File: src/rtl/cu_pkg.sv
// cu_pkg: shared types and encodings for the RV32I multi-cycle control unit.
package cu_pkg;

    typedef enum logic [2:0] {
        S_FETCH  = 3'd0,
        S_DECODE = 3'd1,
        S_EXEC   = 3'd2,
        S_MEM    = 3'd3,
        S_WB     = 3'd4,
        S_HALT   = 3'd5
    } state_e;

    localparam logic [4:0] OP_R      = 5'b01100;
    localparam logic [4:0] OP_LOAD   = 5'b00000;
    localparam logic [4:0] OP_STORE  = 5'b01000;
    localparam logic [4:0] OP_BRANCH = 5'b11000;
    localparam logic [4:0] OP_LUI    = 5'b01101;
    localparam logic [4:0] OP_AUIPC  = 5'b00101;
    localparam logic [4:0] OP_JAL    = 5'b11011;
    localparam logic [4:0] OP_JALR   = 5'b11001;
    localparam logic [4:0] OP_IALU   = 5'b00100;

    localparam int CB_IMM_SEL   = 9;
    localparam int CB_MEM_READ  = 8;
    localparam int CB_MEM_WRITE = 7;
    localparam int CB_TO_REG_HI = 6;
    localparam int CB_TO_REG_LO = 5;
    localparam int CB_ALU_OP_HI = 4;
    localparam int CB_ALU_OP_LO = 3;
    localparam int CB_ALU_SRC1  = 2;
    localparam int CB_ALU_SRC2  = 1;
    localparam int CB_REG_WRITE = 0;

    localparam logic [1:0] PC_PLUS4 = 2'b00;
    localparam logic [1:0] PC_IMM   = 2'b01;
    localparam logic [1:0] PC_ALU   = 2'b10;

    localparam logic [1:0] TR_PC4   = 2'b00;
    localparam logic [1:0] TR_ALU   = 2'b01;
    localparam logic [1:0] TR_MEM   = 2'b10;
    localparam logic [1:0] TR_PCIMM = 2'b11;

    localparam logic [9:0] ILLEGAL_CTRL = 10'b0;
    localparam logic [9:0] CTRL_R      = 10'b0_0_0_01_10_0_0_1;
    localparam logic [9:0] CTRL_LOAD   = 10'b0_1_0_10_00_0_1_1;
    localparam logic [9:0] CTRL_STORE  = 10'b0_0_1_00_00_0_1_0;
    localparam logic [9:0] CTRL_BRANCH = 10'b0_0_0_00_01_0_1_0;
    localparam logic [9:0] CTRL_LUI    = 10'b0_0_0_01_11_0_1_1;
    localparam logic [9:0] CTRL_AUIPC  = 10'b0_0_0_11_00_1_1_1;
    localparam logic [9:0] CTRL_JAL    = 10'b0_0_0_00_00_1_1_1;
    localparam logic [9:0] CTRL_JALR   = 10'b0_0_0_00_00_0_1_1;
    localparam logic [9:0] CTRL_IALU   = 10'b0_0_0_01_10_0_1_1;

    // Instruction class is recovered from the control word so only ctrl_q needs to be kept.
    function automatic logic is_mem(input logic [9:0] c);
        return c[CB_MEM_READ] | c[CB_MEM_WRITE];
    endfunction

    function automatic logic is_branch(input logic [9:0] c);
        return c[CB_ALU_OP_HI:CB_ALU_OP_LO] == 2'b01;
    endfunction

    function automatic logic is_jump(input logic [9:0] c);
        return c[CB_REG_WRITE] && c[CB_TO_REG_HI:CB_TO_REG_LO] == TR_PC4;
    endfunction

endpackage

File: src/rtl/opcode_decoder.sv
// opcode_decoder: maps the RV32I major opcode to a 10-bit control word and an illegal flag.
module opcode_decoder
    import cu_pkg::*;
(
    input  logic [6:0] instr_i,
    output logic [9:0] ctrl_o,
    output logic       illegal_o
);

    logic [9:0] code;
    logic       known;

    always_comb begin
        code  = ILLEGAL_CTRL;
        known = 1'b1;
        case (instr_i[6:2])
            OP_R:      code = CTRL_R;
            OP_LOAD:   code = CTRL_LOAD;
            OP_STORE:  code = CTRL_STORE;
            OP_BRANCH: code = CTRL_BRANCH;
            OP_LUI:    code = CTRL_LUI;
            OP_AUIPC:  code = CTRL_AUIPC;
            OP_JAL:    code = CTRL_JAL;
            OP_JALR:   code = CTRL_JALR;
            OP_IALU:   code = CTRL_IALU;
            default:   known = 1'b0;
        endcase
    end

    assign illegal_o = !known || instr_i[1:0] != 2'b11;
    assign ctrl_o    = illegal_o ? ILLEGAL_CTRL : code;

endmodule

File: src/rtl/mc_control_fsm.sv
// mc_control_fsm: multi-cycle FETCH/DECODE/EXEC/MEM/WB sequencer with
// illegal-opcode handling, memory watchdog and retired-instruction counter.
module mc_control_fsm
    import cu_pkg::*;
#(
    parameter int unsigned TIMEOUT         = 0,
    parameter int unsigned TIMEOUT_W       = 8,
    parameter bit          HALT_ON_ILLEGAL = 1'b1,
    parameter int unsigned RET_W           = 32
) (
    input  logic             clk,
    input  logic             rst_n,
    input  logic [31:0]      instr_i,
    input  logic             mem_ready_i,
    input  logic             br_taken_i,
    output logic [9:0]       ctrl_o,
    output logic             ir_we_o,
    output logic             pc_we_o,
    output logic [1:0]       pc_src_o,
    output logic             mem_req_o,
    output logic             mem_we_o,
    output logic             addr_sel_o,
    output logic             reg_we_o,
    output logic [1:0]       to_reg_o,
    output logic             illegal_o,
    output logic             bus_err_o,
    output logic             halted_o,
    output logic [RET_W-1:0] instret_o,
    output logic [2:0]       state_o
);

    localparam logic [TIMEOUT_W-1:0] WD_LAST = TIMEOUT_W'(TIMEOUT - 1);

    state_e               state_q, state_d;
    logic [9:0]           ctrl_q, ctrl_d;
    logic [TIMEOUT_W-1:0] wd_q, wd_d;
    logic [RET_W-1:0]     instret_q, instret_d;
    logic                 illegal_q, illegal_d;
    logic                 bus_err_q, bus_err_d;
    logic                 run_q, run_d;
    logic [9:0]           dec_ctrl;
    logic                 dec_illegal;
    logic                 retire;
    logic                 timeout;
    logic                 unused_instr;

    assign unused_instr = ^instr_i[31:7];

    opcode_decoder u_dec (
        .instr_i   (instr_i[6:0]),
        .ctrl_o    (dec_ctrl),
        .illegal_o (dec_illegal)
    );

    // run_q holds every strobe low until the first edge after reset release.
    always_ff @(posedge clk or negedge rst_n) begin
        if (!rst_n) begin
            state_q   <= S_FETCH;
            ctrl_q    <= '0;
            wd_q      <= '0;
            instret_q <= '0;
            illegal_q <= 1'b0;
            bus_err_q <= 1'b0;
            run_q     <= 1'b0;
        end else begin
            state_q   <= state_d;
            ctrl_q    <= ctrl_d;
            wd_q      <= wd_d;
            instret_q <= instret_d;
            illegal_q <= illegal_d;
            bus_err_q <= bus_err_d;
            run_q     <= run_d;
        end
    end

    assign timeout = TIMEOUT != 0 && mem_req_o && !mem_ready_i && wd_q == WD_LAST;

    always_comb begin
        state_d = state_q;
        if (run_q) begin
            case (state_q)
                S_FETCH:  state_d = mem_ready_i ? S_DECODE : S_FETCH;
                S_DECODE: state_d = !dec_illegal ? S_EXEC : (HALT_ON_ILLEGAL ? S_HALT : S_FETCH);
                S_EXEC:   state_d = is_mem(ctrl_q) ? S_MEM :
                                    (is_branch(ctrl_q) || is_jump(ctrl_q)) ? S_FETCH : S_WB;
                S_MEM:    state_d = !mem_ready_i ? S_MEM : (ctrl_q[CB_MEM_READ] ? S_WB : S_FETCH);
                S_WB:     state_d = S_FETCH;
                default:  state_d = S_HALT;
            endcase
            if (timeout)
                state_d = S_HALT;
        end
    end

    always_comb begin
        ir_we_o    = 1'b0;
        pc_we_o    = 1'b0;
        pc_src_o   = PC_PLUS4;
        mem_req_o  = 1'b0;
        mem_we_o   = 1'b0;
        addr_sel_o = 1'b0;
        reg_we_o   = 1'b0;
        to_reg_o   = TR_PC4;
        retire     = 1'b0;
        if (run_q) begin
            case (state_q)
                S_FETCH: begin
                    mem_req_o = 1'b1;
                    ir_we_o   = mem_ready_i;
                end
                S_DECODE: pc_we_o = dec_illegal && !HALT_ON_ILLEGAL;
                S_EXEC: begin
                    if (is_branch(ctrl_q)) begin
                        pc_we_o  = 1'b1;
                        pc_src_o = br_taken_i ? PC_IMM : PC_PLUS4;
                        retire   = 1'b1;
                    end else if (is_jump(ctrl_q)) begin
                        reg_we_o = 1'b1;
                        pc_we_o  = 1'b1;
                        pc_src_o = ctrl_q[CB_ALU_SRC1] ? PC_IMM : PC_ALU;
                        retire   = 1'b1;
                    end
                end
                S_MEM: begin
                    mem_req_o  = 1'b1;
                    addr_sel_o = 1'b1;
                    mem_we_o   = ctrl_q[CB_MEM_WRITE];
                    pc_we_o    = mem_ready_i && !ctrl_q[CB_MEM_READ];
                    retire     = pc_we_o;
                end
                S_WB: begin
                    reg_we_o = 1'b1;
                    to_reg_o = ctrl_q[CB_TO_REG_HI:CB_TO_REG_LO];
                    pc_we_o  = 1'b1;
                    retire   = 1'b1;
                end
                default: ;
            endcase
        end
    end

    always_comb begin
        run_d     = 1'b1;
        ctrl_d    = (run_q && state_q == S_DECODE) ? dec_ctrl : ctrl_q;
        illegal_d = illegal_q | (run_q && state_q == S_DECODE && dec_illegal);
        bus_err_d = bus_err_q | timeout;
        instret_d = instret_q + RET_W'(retire);
        wd_d      = (mem_req_o && !mem_ready_i && state_d == state_q) ? wd_q + 1'b1 : '0;
    end

    assign ctrl_o    = ctrl_q;
    assign illegal_o = illegal_q;
    assign bus_err_o = bus_err_q;
    assign halted_o  = state_q == S_HALT;
    assign instret_o = instret_q;
    assign state_o   = state_q;

endmodule

File: config.mk
export PLATFORM = sky130hd
export DESIGN_NAME = mc_control_fsm
export DESIGN_NICKNAME = d
export VERILOG_FILES = /design/src/rtl/cu_pkg.sv /design/src/rtl/opcode_decoder.sv /design/src/rtl/mc_control_fsm.sv
export SDC_FILE = /design/constraint.sdc
export NUM_CORES = 1
export LEC_CHECK = 0
export BUFFER_PORTS_ARGS = -buffer_cell sky130_fd_sc_hd__buf_2
export CAP_MARGIN = 30
export CORE_ASPECT_RATIO = 0.8
export CORE_MARGIN = 1
export CORE_UTILIZATION = 47
export CTS_BUF_LIST = sky130_fd_sc_hd__clkbuf_4 sky130_fd_sc_hd__clkbuf_8 sky130_fd_sc_hd__clkbuf_16
export CTS_CLUSTER_DIAMETER = 40
export DETAILED_ROUTE_END_ITERATION = 7
export PLACE_DENSITY = 0.77
export SLEW_MARGIN = 15
export SYNTH_ARGS = -nofsm -noshare
export SYNTH_HDL_FRONTEND = slang
export SYNTH_SLANG_ARGS = --single-unit
File: constraint.sdc
create_clock -name clk -period 3.38 [get_ports clk]
set_clock_uncertainty 0.05 [all_clocks]
set_input_delay 0.338 -clock clk [delete_from_list [all_inputs] [get_ports clk]]
set_output_delay 0.338 -clock clk [all_outputs]
set_load 0.005 [all_outputs]
### After elaboration in Yosys (flattened, before gate mapping)

Cells that the tools add are included.

* output and inout bits: 58
* word-level logic and storage cells: 69
* flip-flop bits (word level): 47

* equal/unequal tests: 15
* reductions and logical operators: 13
* muxes and demuxes: 33
* add/sub/neg operators: 1
* bitwise logic cells: 2

Operator list (number)
* $pmux 9 s9: 1
* $add 32x1->32: 1
* $mux 1: 16
* $eq 5x4->1 const B: 3
* $eq 5x5->1 const B: 3
* $mux 3: 5
* $pmux 3 s5: 1
* $mux 2: 7
* $eq 5x3->1 const B: 2
* $mux 9: 1
* $reduce_or 9->1: 1
* $eq 3x2->1 const B: 2
* $eq 3x3->1 const B: 2
* $logic_not 5->1: 1
* $logic_and 1x1->1: 4
* $eq 3x1->1 const B: 1
* $logic_not 3->1: 1
* $pmux 1 s3: 1
* $eq 2x1->1 const B: 1
* $logic_not 1->1: 2
* $logic_not 2->1: 1
* $logic_or 1x1->1: 2
* $ne 2x2->1 const B: 1
* $or 1x1->1: 2
* 2 further kinds: 2

### Longest topological paths before layout

Gate-level depths: netlist of the first run.

* depth after elaboration: 7
* mapped depth: 10

### Cells and area by module

A second synthesis of the first run with hierarchy kept.

* cell total of the unflattened synthesis: 241
* area, all modules: 2519.9 um2

By module, submodules not included
* mc_control_fsm: area an instance 2277.2 um2, seq. area each 1176.1 um2, cells an instance 202, times used 1
* opcode_decoder: area an instance 242.7 um2, seq. area each 0.0 um2, cells an instance 39, times used 1

### Least setup slack after synthesis of the first run

OpenSTA, ideal clock, no wires.

* kind: register to register
* start: reg ctrl_q[6], in the netlist ctrl_o[6]
* end: reg instret_q[22], in the netlist instret_o[22]
* stages on the path, launching flop included: 11
* setup time: 124 ps
* clock period less this slack: 2784 ps
* arrival: 2610 ps
* setup slack: 596 ps
* cell sequence: dfrtp_1 > or3b_2 > a21oi_1 > o21ai_0 > a21oi_1 > ha_1 > ha_1 > inv_1 > nor4_4 > nand4_1 > xnor2_1

* cells in the longest elaborated chain, start to end: 7

Ends and longest elaborated chain
* from (decl): line mc_control_fsm.sv:35 `logic [9:0] ctrl_q, ctrl_d;`
* from (signal assigned): line mc_control_fsm.sv:67 `ctrl_q <= ctrl_d;`
* $logic_not 2->1: line cu_pkg.sv:64 `return c[CB_REG_WRITE] && c[CB_TO_REG_HI:CB_TO_REG_LO] == TR_PC4;`
* $logic_and 1x1->1: line cu_pkg.sv:64
* $mux 1 (2 in a row)
* $pmux 1 s3
* $mux 1
* net pc_we_o: line mc_control_fsm.sv:18 `output logic pc_we_o,`
* $add 32x1->32: line mc_control_fsm.sv:147 `instret_d = instret_q + RET_W'(retire);`
* net instret_d[22]: line mc_control_fsm.sv:37 `logic [RET_W-1:0] instret_q, instret_d;`
* to (signal assigned): line mc_control_fsm.sv:69 `instret_q <= instret_d;`
* to (decl): line mc_control_fsm.sv:37

The timed path passes the listed nets, and every way through them passes these cells.
A chain may end at the register's enable or synchronous reset.

### Worst setup path in the final report of the first run

* start: reg ctrl_q[6], in the netlist ctrl_o[6]
* end: reg instret_q[29], in the netlist instret_o[29]

* cells in the longest elaborated chain, start to end: 7

Ends and longest elaborated chain
* $logic_not 2->1: line cu_pkg.sv:64
* $logic_and 1x1->1: line cu_pkg.sv:64
* $mux 1: line mc_control_fsm.sv:117 `end else if (is_jump(ctrl_q)) begin`
* $mux 1: line mc_control_fsm.sv:113 `if (is_branch(ctrl_q)) begin`
* $pmux 1 s3: line mc_control_fsm.sv:106 `case (state_q)`
* $mux 1: line mc_control_fsm.sv:105 `if (run_q) begin`
* $add 32x1->32: line mc_control_fsm.sv:147
* net instret_d[29]: line mc_control_fsm.sv:37

The timed path passes the listed nets, and every way through them passes these cells.

==> results of run 1 <==
worst max-delay path: stages (launching register included):
cell     delay [ps]
dfrtp_1         410
or3b_2          540
a21oi_1         170
o21ai_0         100
a21oi_1         220
ha_1            270
nand2_1         170
nor4_4          600
nand4_1         210
xnor2_1         170
cell usage in the layout, fill, tap and decap left out, types with 2 or more instances in the layout:
master and count:
clkbuf_4 2, o41ai_1 4, buf_2 66, a31oi_1 2, or3b_2 2, and3_1 7
nor2_1 8, nand3_1 10, and2_1 2, ha_1 2, nor3_1 7, a21oi_1 8
conb_1 3, inv_1 9, nand3b_1 2, and4_1 6, nand2_1 25, nor4_4 2
xnor2_1 26, a211oi_1 2, nand2b_1 2, nand4b_1 2, nor2b_1 5, dfrtp_1 46
xor2_1 5, nand4_1 12, o21ai_0 10, buf_4 3, clkbuf_8 5
sequential cells by signal (all words and copies together), names as in the netlist:
name,count
instret_o,32
ctrl_o,9
state_o,3
run_q,1
illegal_o,1
power breakdown:
| group | switching [W] | leakage (nW) | internal [W] |
|---|---|---|---|
| Sequential | 0.00000124 | 0.578 | 0.000551 |
| Clock | 0.000165 | 0.0452 | 0.000159 |
| Combinational | 0.0000305 | 0.844 | 0.0000150 |
final timing paths:
kind	startpoint	endpoint	slack [ps]	depth (start not counted)
max	ctrl_o[6]$_DFFE_PN0P_	instret_o[29]$_DFF_PN0_	360	9
min	instr_i[3]	ctrl_o[3]$_DFFE_PN0P_	270	2
max reg2reg	ctrl_o[6]$_DFFE_PN0P_	instret_o[29]$_DFF_PN0_	360	9
min reg2reg	instret_o[31]$_DFF_PN0_	instret_o[31]$_DFF_PN0_	410	1
max in group asynchronous	rst_n	ctrl_o[1]$_DFFE_PN0P_	2390	3
min in group asynchronous	rst_n	instret_o[0]$_DFF_PN0_	420	2
per-layer routing:
layer,part of all wire,GRT usage,vias up
met5,0,0,-
met4,0.0081,0.0592,0
met1,0.50,0.332,1001
met3,0.045,0.0386,4
met2,0.45,0.296,64
li1,-,-,993
cells in the mapped netlist, types with 2 or more instances:
master	n	area share
a211oi_1	2	0.0062
a31oi_1	2	0.0052
a21oi_1	8	0.017
nand2_1	25	0.039
or3b_2	2	0.0072
nand3_1	10	0.021
nor2_1	8	0.012
xnor2_1	26	0.094
nand3b_1	2	0.0062
nand4_1	12	0.031
nor2b_1	5	0.013
and4_1	6	0.022
o41ai_1	4	0.014
buf_4	2	0.0062
nor4_4	2	0.018
o21ai_0	10	0.021
and2_1	2	0.0052
dfrtp_1	46	0.48
inv_1	9	0.014
xor2_1	5	0.018
clkbuf_1	7	0.011
ha_1	2	0.010
nand2b_1	2	0.0052
buf_2	4	0.0083
nand4b_1	2	0.0072
nor3_1	7	0.014
and3_1	7	0.018
conb_1	2	0.0031
what timing repair did:
| item | 4_1_cts | 5_1_grt |
|---|---|---|
| setup endpoints to repair | 0 | 0 |
| hold buffers | 1 | 0 |
| endpoints found under the hold margin | 13 | 0 |
area by class of cell:
| class | instances | area, um2 |
|---|---|---|
| multi-input cells | 175 | 1180 |
| inverters | 9 | 33.8 |
| flip-flops and latches | 46 | 1150 |
| fillers | 420 | 1860 |
| clock buffers | 7 | 83.8 |
| repair buffers | 71 | 383 |
| well taps | 60 | 75.1 |
metrics by stage:
stage | hold WS, ps | std cells | setup slack (ps) | total power, W
3_5_place_dp | 206 | 360 | 370 | 0.000608
4_1_cts | 259 | 368 | 343 | 0.000931
3_3_place_gp | 408 | 359 | 337 | 0.000605
2_1_floorplan | -7.59 | 243 | 596 | 0.000586
6_report | 266 | 368 | 361 | 0.000922
5_1_grt | 286 | 368 | 95.7 | 0.000967
logic make-up after synthesis:
family                   Yosys count  synth area share
AO/OA/AOI/OAI                     37             0.101
flip-flops                        46             0.475
XOR/XNOR                          31             0.112
other                              2           0.00310
buffers and inverters             22            0.0393
adder cells (fa/ha/maj)            2            0.0103
AND/OR/NAND/NOR                  101             0.255
multiplexers                       1           0.00413
==> impl_metrics.ini, run 1 <==
[drt]
drt_iter0_drc = 120
avgViaCountPerCell = 5.60
antenna_left = 0
routedWlPerCell_um = 14.1
wirelength_um = 5210
dr.pass1.iters = 4
vias = 2062
route.detailed.drc = 0

[clock_network]
cts_tree = yes
clockRootBuffer = clkbuf_8
cts_buffer_depth = 2
htree_levels = 2
cts.sinks = 46
clkTransAtPathRegs_ps = 80
cts_buffers = 5
ctsResizeCount = 0
cts_setup_buffers = 0
insertion_delay_ps = 290

[global_routing]
grtUsageTotal = 0.213
grt_pass1_wl_um = 8650
grt_max_degree = 34
grt_pass1_vias = 1715
antenna_found_initial = 0
gr-total-overflow = 0

[sta]
slew_headroom = 0.615
slew_violations = 0
post-route-min-period_ps = 3020
fin_tns_setup_ps = 0
grt_setup_unrepaired = false
hold_viol_final = 0
worst_pin_slew_ps = 574
finalCritPeriodShare = 0.893
setup_violations = 0
fmax_ghz = 0.331

[placed_design]
place_hpwl_um = 3860
placed_cell_area_um2 = 2810
gp_congestion = 0.859
io_buffers = 66

[die]
core_area_um2 = 4760
io_pins = 94
start_util = 0.509
die_h_um = 66.2
die_w_um = 82.3
row_count = 22
die-area_um2 = 5450

[synth]
synth_edf_count = 0
netlist_area_um2 = 2420
async_flop_share = 1.00
ys_warn_count = 0
synth-seq-cells = 46
ys.flop_type = dfrtp_1
synthCells = 242
avgSynthCellArea_um2 = 10.0
yosys.cell_types.count = 49
yosysSeqAreaShare = 0.475

[worst_setup_path]
path_max_fanout = 10
critical_path_class = register to register
arrival_ps = 3150
end_kind = register
cp_data_required_time_ps = 3510
start_kind = register

[run_status]
outcome = complete, no violations

[pwr]
p_per_area_nw_per_um2 = 317
peakVddDrop_mv = 0.180
leakage_nw = 1.47

[finish]
fin_util = 0.610
fin_area_um2 = 2910
final_layout_size_suffix_gt1_frac = 0.276
nets = 346
n_antenna_cell = 0
synthToLayoutAreaGrowth_pct = 20.0

[flow_run]
cap_violations = 0

[min_path]
hold_path_class = primary input to register
Power figures use the tool's default switching activity.
==> run 2: changes to the inputs <==
REMOVE_ABC_BUFFERS = 1   (was not set)
==> run 2 against run 1 <==
Hold slack got worse by 4.3 ps; critical path depth rose by 2; final cell count rose by 0.54%; design area rose by 1.3%; power rose by 10%; maximum frequency fell by 0.31%; worst setup slack got worse by 9.4 ps; flip-flop and latch count did not move; critical endpoint is now instret_o[28]$_DFF_PN0_; largest cell class unchanged; largest power group unchanged; highest routed layer unchanged.
==> impl_metrics.ini, run 2 (same netlist as run 1, synthesis figures left out) <==
[worst_setup_path]
crit_family = simple AND/OR/NAND/NOR gates
worst-path-buf-inv = 2
end_kind = register
path_max_fanout = 10
cp_data_required_time_ps = 3520
cpPeakStageDelay_ps = 530
start_kind = register
cp_slowest_cell = or3b_2
arrival_ps = 3170
path_cells = or3b_2, a21oi_1, o21ai_0, a21oi_1, ha_1, ha_1, inv_1, nor4_4, buf_4, nand4_1, xnor2_1
critical_path_class = register to register

[die]
io_pins = 94
row_count = 22
die_h_um = 66.2
core_area_um2 = 4760
start_util = 0.509
die-area_um2 = 5450
die_w_um = 82.3

[global_routing]
grt_max_degree = 35
grt_pass1_vias = 1788
grt-busiest-layer = met2
use_met2 = 0.323
antenna_found_initial = 0
grtUsageMet3 = 0.0634
grtUsageMet1 = 0.279
grtUsageTotal = 0.207
grt_pass1_wl_um = 8490
gr-total-overflow = 0

[clock_network]
cts_setup_buffers = 0
cts.sinks = 46
clockRootBuffer = clkbuf_8
htree_levels = 2
clkTransAtPathRegs_ps = 80
cts_tree = yes
cts_buffers = 5
cts_buffer_depth = 2
insertion_delay_ps = 310
ctsResizeCount = 0

[sta]
slew_headroom = 0.605
post-route-min-period_ps = 3030
finalCritPeriodShare = 0.896
grt_setup_unrepaired = false
worst_pin_slew_ps = 587
slew_violations = 0
fmax_ghz = 0.330
setup_violations = 0
fin_tns_setup_ps = 0
hold_viol_final = 0
whs_ps = 262

[finish]
final_common_cell = buf_2
instances_no_fill = 370
final_cell_mix = 66 x buf_2, 46 x dfrtp_1, 26 x xnor2_1, 25 x nand2_1, 12 x nand4_1
n_antenna_cell = 0
nets = 347
final_layout_size_suffix_gt1_frac = 0.281
synthToLayoutAreaGrowth_pct = 21.5
largest_reg_flops = 32

[placed_design]
dp_cells = 361
place_hpwl_um = 3830
gp_congestion = 0.821
io_buffers = 66

[run_status]
outcome = complete, no violations

[pwr]
leakage_nw = 1.48
power_w = 0.00102
p_per_area_nw_per_um2 = 345
peakVddDrop_mv = 0.196

[drt]
drt_iter0_drc = 147
avgViaCountPerCell = 5.61
route.detailed.drc = 0
wirelength_um = 5290
dr.pass1.iters = 4
routedWlPerCell_um = 14.3
vias = 2075
antenna_left = 0

[flow_run]
cap_violations = 0

[min_path]
hold_path_class = primary input to register
## run 2: changes by cell type in the layout (fill, tap and decap cells not counted), sizes merged
cell | previous run | this run
buf | 70 | 71
bufinv | 0 | 1
clkbuf | 7 | 6
clkinvlp | 0 | 1
## run 2: report_power, final
group | total [W] | switching (W) | internal, W
Clock | 0.000418 | 0.000189 | 0.000229
Combinational | 0.0000465 | 0.0000316 | 0.0000150
Sequential | 0.000552 | 0.00000112 | 0.000551
## run 2: per-stage QoR
step | setup WS [ps] | instance area, um2 | util
3_3_place_gp | 422 | 2800 | 0.588
2_1_floorplan | 593 | 2360 | -
3_5_place_dp | 408 | 2820 | 0.592
6_report | 352 | 2940 | 0.618
5_1_grt | 115 | 2940 | 0.618
4_1_cts | 383 | 2940 | 0.618
## run 2: what timing repair did
| item | in CTS | in global routing |
|---|---|---|
| hold buffers | 1 | 0 |
| setup endpoints to repair | 0 | 0 |
| hold endpoints to repair | 12 | 0 |
## run 2: layer usage
metal / share of wire / vias up
li1: - / 999
met1: 0.47 / 993
met2: 0.45 / 76
met3: 0.068 / 7
met4: 0.0096 / 0
met5: 0 / -
## run 2: final timing paths
path / slack [ps] / start / endpoint / cells past startpoint
min in group asynchronous: 400 / rst_n / instret_o[3]$_DFF_PN0_ / 2
hold / removal: 260 / instr_i[3] / ctrl_o[3]$_DFFE_PN0P_ / 2
max in group asynchronous: 2400 / rst_n / instret_o[23]$_DFF_PN0_ / 3
setup / recovery: 350 / ctrl_o[6]$_DFFE_PN0P_ / instret_o[28]$_DFF_PN0_ / 11
setup reg to reg: 350 / ctrl_o[6]$_DFFE_PN0P_ / instret_o[28]$_DFF_PN0_ / 11
hold reg to reg: 420 / instret_o[31]$_DFF_PN0_ / instret_o[31]$_DFF_PN0_ / 1
## run 2: cell type report
class                   instances  area [um2]
clock buffers                   6        76.3
clock inverters                 2        37.5
fillers                       406        1820
inverters                       9        33.8
multi-input cells             175        1180
flip-flops and latches         46        1150
well taps                      60        75.1
repair buffers                 72         390
==> run 3: changes to the inputs <==
BUFFER_PORTS_ARGS = not set   (was -buffer_cell sky130_fd_sc_hd__buf_2)
DONT_BUFFER_PORTS = 1   (was not set)
PLACE_DENSITY = not set   (was 0.77)
==> run 3 against run 2 <==
Die area unchanged; sequential power about the same; via count decreased by 16%; non-clock buffer count decreased by 65; clock-buffer cell count unchanged; utilization decreased by 7.3 points; critical path type unchanged; hold slack got worse by 180 ps.
==> impl_metrics.ini, run 3 (same netlist as run 1, synthesis figures left out) <==
[run_status]
outcome = complete, no violations

[clock_network]
cts_setup_buffers = 0
clockRootBuffer = clkbuf_8
cts_buffers = 5
htree_levels = 2
cts_buffer_depth = 2
insertion_delay_ps = 290
cts_tree = yes
clkTransAtPathRegs_ps = 80
cts.sinks = 46

[finish]
fin_util = 0.545
nets = 282
largest_reg_flops = 32
final_layout_size_suffix_gt1_frac = 0.0823
seqCellArea_um2 = 1150
multi_input_comb_area_um2 = 1180
final_cell_mix = 46 x dfrtp_1, 26 x xnor2_1, 25 x nand2_1, 12 x nand4_1
final_common_cell = dfrtp_1
synthToLayoutAreaGrowth_pct = 7.23
nFillCells = 464
n_antenna_cell = 0

[worst_setup_path]
critical_path_class = register to register
setup.reg_to_reg.worst_slack_ps = 470
path_cells = or3b_2, a21oi_1, o21ai_0, a21oi_1, ha_1, ha_1, inv_1, nor4_4, buf_4, nand4b_1, xnor2_1
r2r-end = instret_o[30]$_DFF_PN0_
cp_data_required_time_ps = 3510
path_max_fanout = 10
arrival_ps = 3030
start_kind = register
reg2reg_from = ctrl_o[6]$_DFFE_PN0P_
cp-startpoint = ctrl_o[6]$_DFFE_PN0P_
cp_slowest_cell = or3b_2
end_kind = register
reg2reg_depth = 11
cpPeakStageDelay_ps = 530

[pwr]
p_per_area_nw_per_um2 = 352
leakage_nw = 1.17
p_seq_frac = 0.604
p_clk_frac = 0.359
pwr-share-comb = 0.037
internal_power_w = 0.000721
p_sw_w = 0.000194
swShare = 0.212
peakVddDrop_mv = 0.209

[drt]
drt_iter0_drc = 99
dr.pass1.iters = 4
wl_met2_um = 1960
routedWlPerCell_um = 16.9
dr_wl_met3_um = 364
route.detailed.drc = 0
highest_layer = met4
antenna_left = 0
vias = 1749
wirelength_um = 5110
avgViaCountPerCell = 5.77
wl_met1_um = 2760

[placed_design]
place_hpwl_um = 3520
gp_congestion = 0.774
io_buffers = 0

[global_routing]
grt_pass1_wl_um = 8300
grt_max_degree = 47
grtUsageTotal = 0.203
grt_pass1_vias = 1622
gr-total-overflow = 0
antenna_found_initial = 0

[die]
die-area_um2 = 5450
core_area_um2 = 4760
row_count = 22
io_pins = 94
die_h_um = 66.2
start_util = 0.509
die_w_um = 82.3

[sta]
worst_pin_slew_ps = 518
fin_tns_setup_ps = 0
hold_viol_final = 0
post-route-min-period_ps = 2910
slew_violations = 0
finalCritPeriodShare = 0.860
grt_setup_unrepaired = false
setup_violations = 0
slew_headroom = 0.653
fmax_ghz = 0.344

[min_path]
min_to = ctrl_o[8]$_DFFE_PN0P_
hold_path_class = primary input to register
hp-start = instr_i[5]
worst_hold_path.num_cells = 1

[flow_run]
cap_violations = 0
==> run 3: cell count changes in the layout (fill, tap and decap cells not counted), sizes merged <==
cell	before	now
buf	71	6
bufinv	1	0
clkinvlp	1	0
==> run 3: final cells by class <==
type                       count  area share
sequential                    46       0.443
multi-input combinational    175       0.454
inverter                       9      0.0130
clock buffer                   6      0.0318
timing repair buffer           7      0.0289
tap                           60      0.0289
==> run 3: worst max path at each step <==
stage                                    endpoint  slack, ps  cells past startpoint
final                     instret_o[30]$_DFF_PN0_        470                     11
after global routing      instret_o[28]$_DFF_PN0_        190                     11
after CTS                 instret_o[30]$_DFF_PN0_        470                     11
after detailed placement  instret_o[16]$_DFF_PN0_        500                     11
after global placement    instret_o[28]$_DFF_PN0_        480                     11
after floorplan           instret_o[22]$_DFF_PN0_        590                     10
==> run 3: timing repair <==
item,in CTS,in global routing
hold buffers,2,0
endpoints found under the hold margin,46,0
resized for setup,0,0
==> run 3: per-layer routing <==
| metal | vias to the layer above | global-route usage |
|---|---|---|
| met2 | 60 | 0.258 |
| met4 | 0 | 0.0526 |
| met3 | 4 | 0.0552 |
| met1 | 820 | 0.325 |
| li1 | 865 | - |
| met5 | - | 0 |
==> run 3: critical path: cells and delay by family, from the launching register on <==
| family | cells | cell delay [ps] |
|---|---|---|
| and+or+nand+nor | 3 | 910 |
| xor gates and xnor gates | 1 | 150 |
| AOI/OAI and AO/OA | 3 | 510 |
| buffers and inverters | 2 | 290 |
| DFF | 1 | 440 |
| adders and majority gates | 2 | 440 |
==> run 3: power by group through the flow <==
stage	sequential [W]	combinational, W	clock (W)
global route	0.000552	0.0000398	0.000357
finish	0.000552	0.0000343	0.000328
CTS	0.000552	0.0000349	0.000339
floorplan	0.000563	0.0000152	0
global placement	0.000564	0.0000186	0
detailed placement	0.000564	0.0000187	0
==> run 3: through the flow <==
| step | cells | worst slack (ps) | hold WS (ps) | power [W] | instance area (um2) |
|---|---|---|---|---|---|
| finish | 303 | 473 | 78.4 | 0.000915 | 2600 |
| global route | 303 | 189 | 80.4 | 0.000950 | 2600 |
| CTS | 303 | 470 | 75.0 | 0.000926 | 2600 |
| detailed placement | 295 | 504 | -6.00 | 0.000582 | 2480 |
| global placement | 295 | 485 | -6.29 | 0.000582 | 2480 |
| floorplan | 230 | 593 | -7.59 | 0.000578 | 2360 |
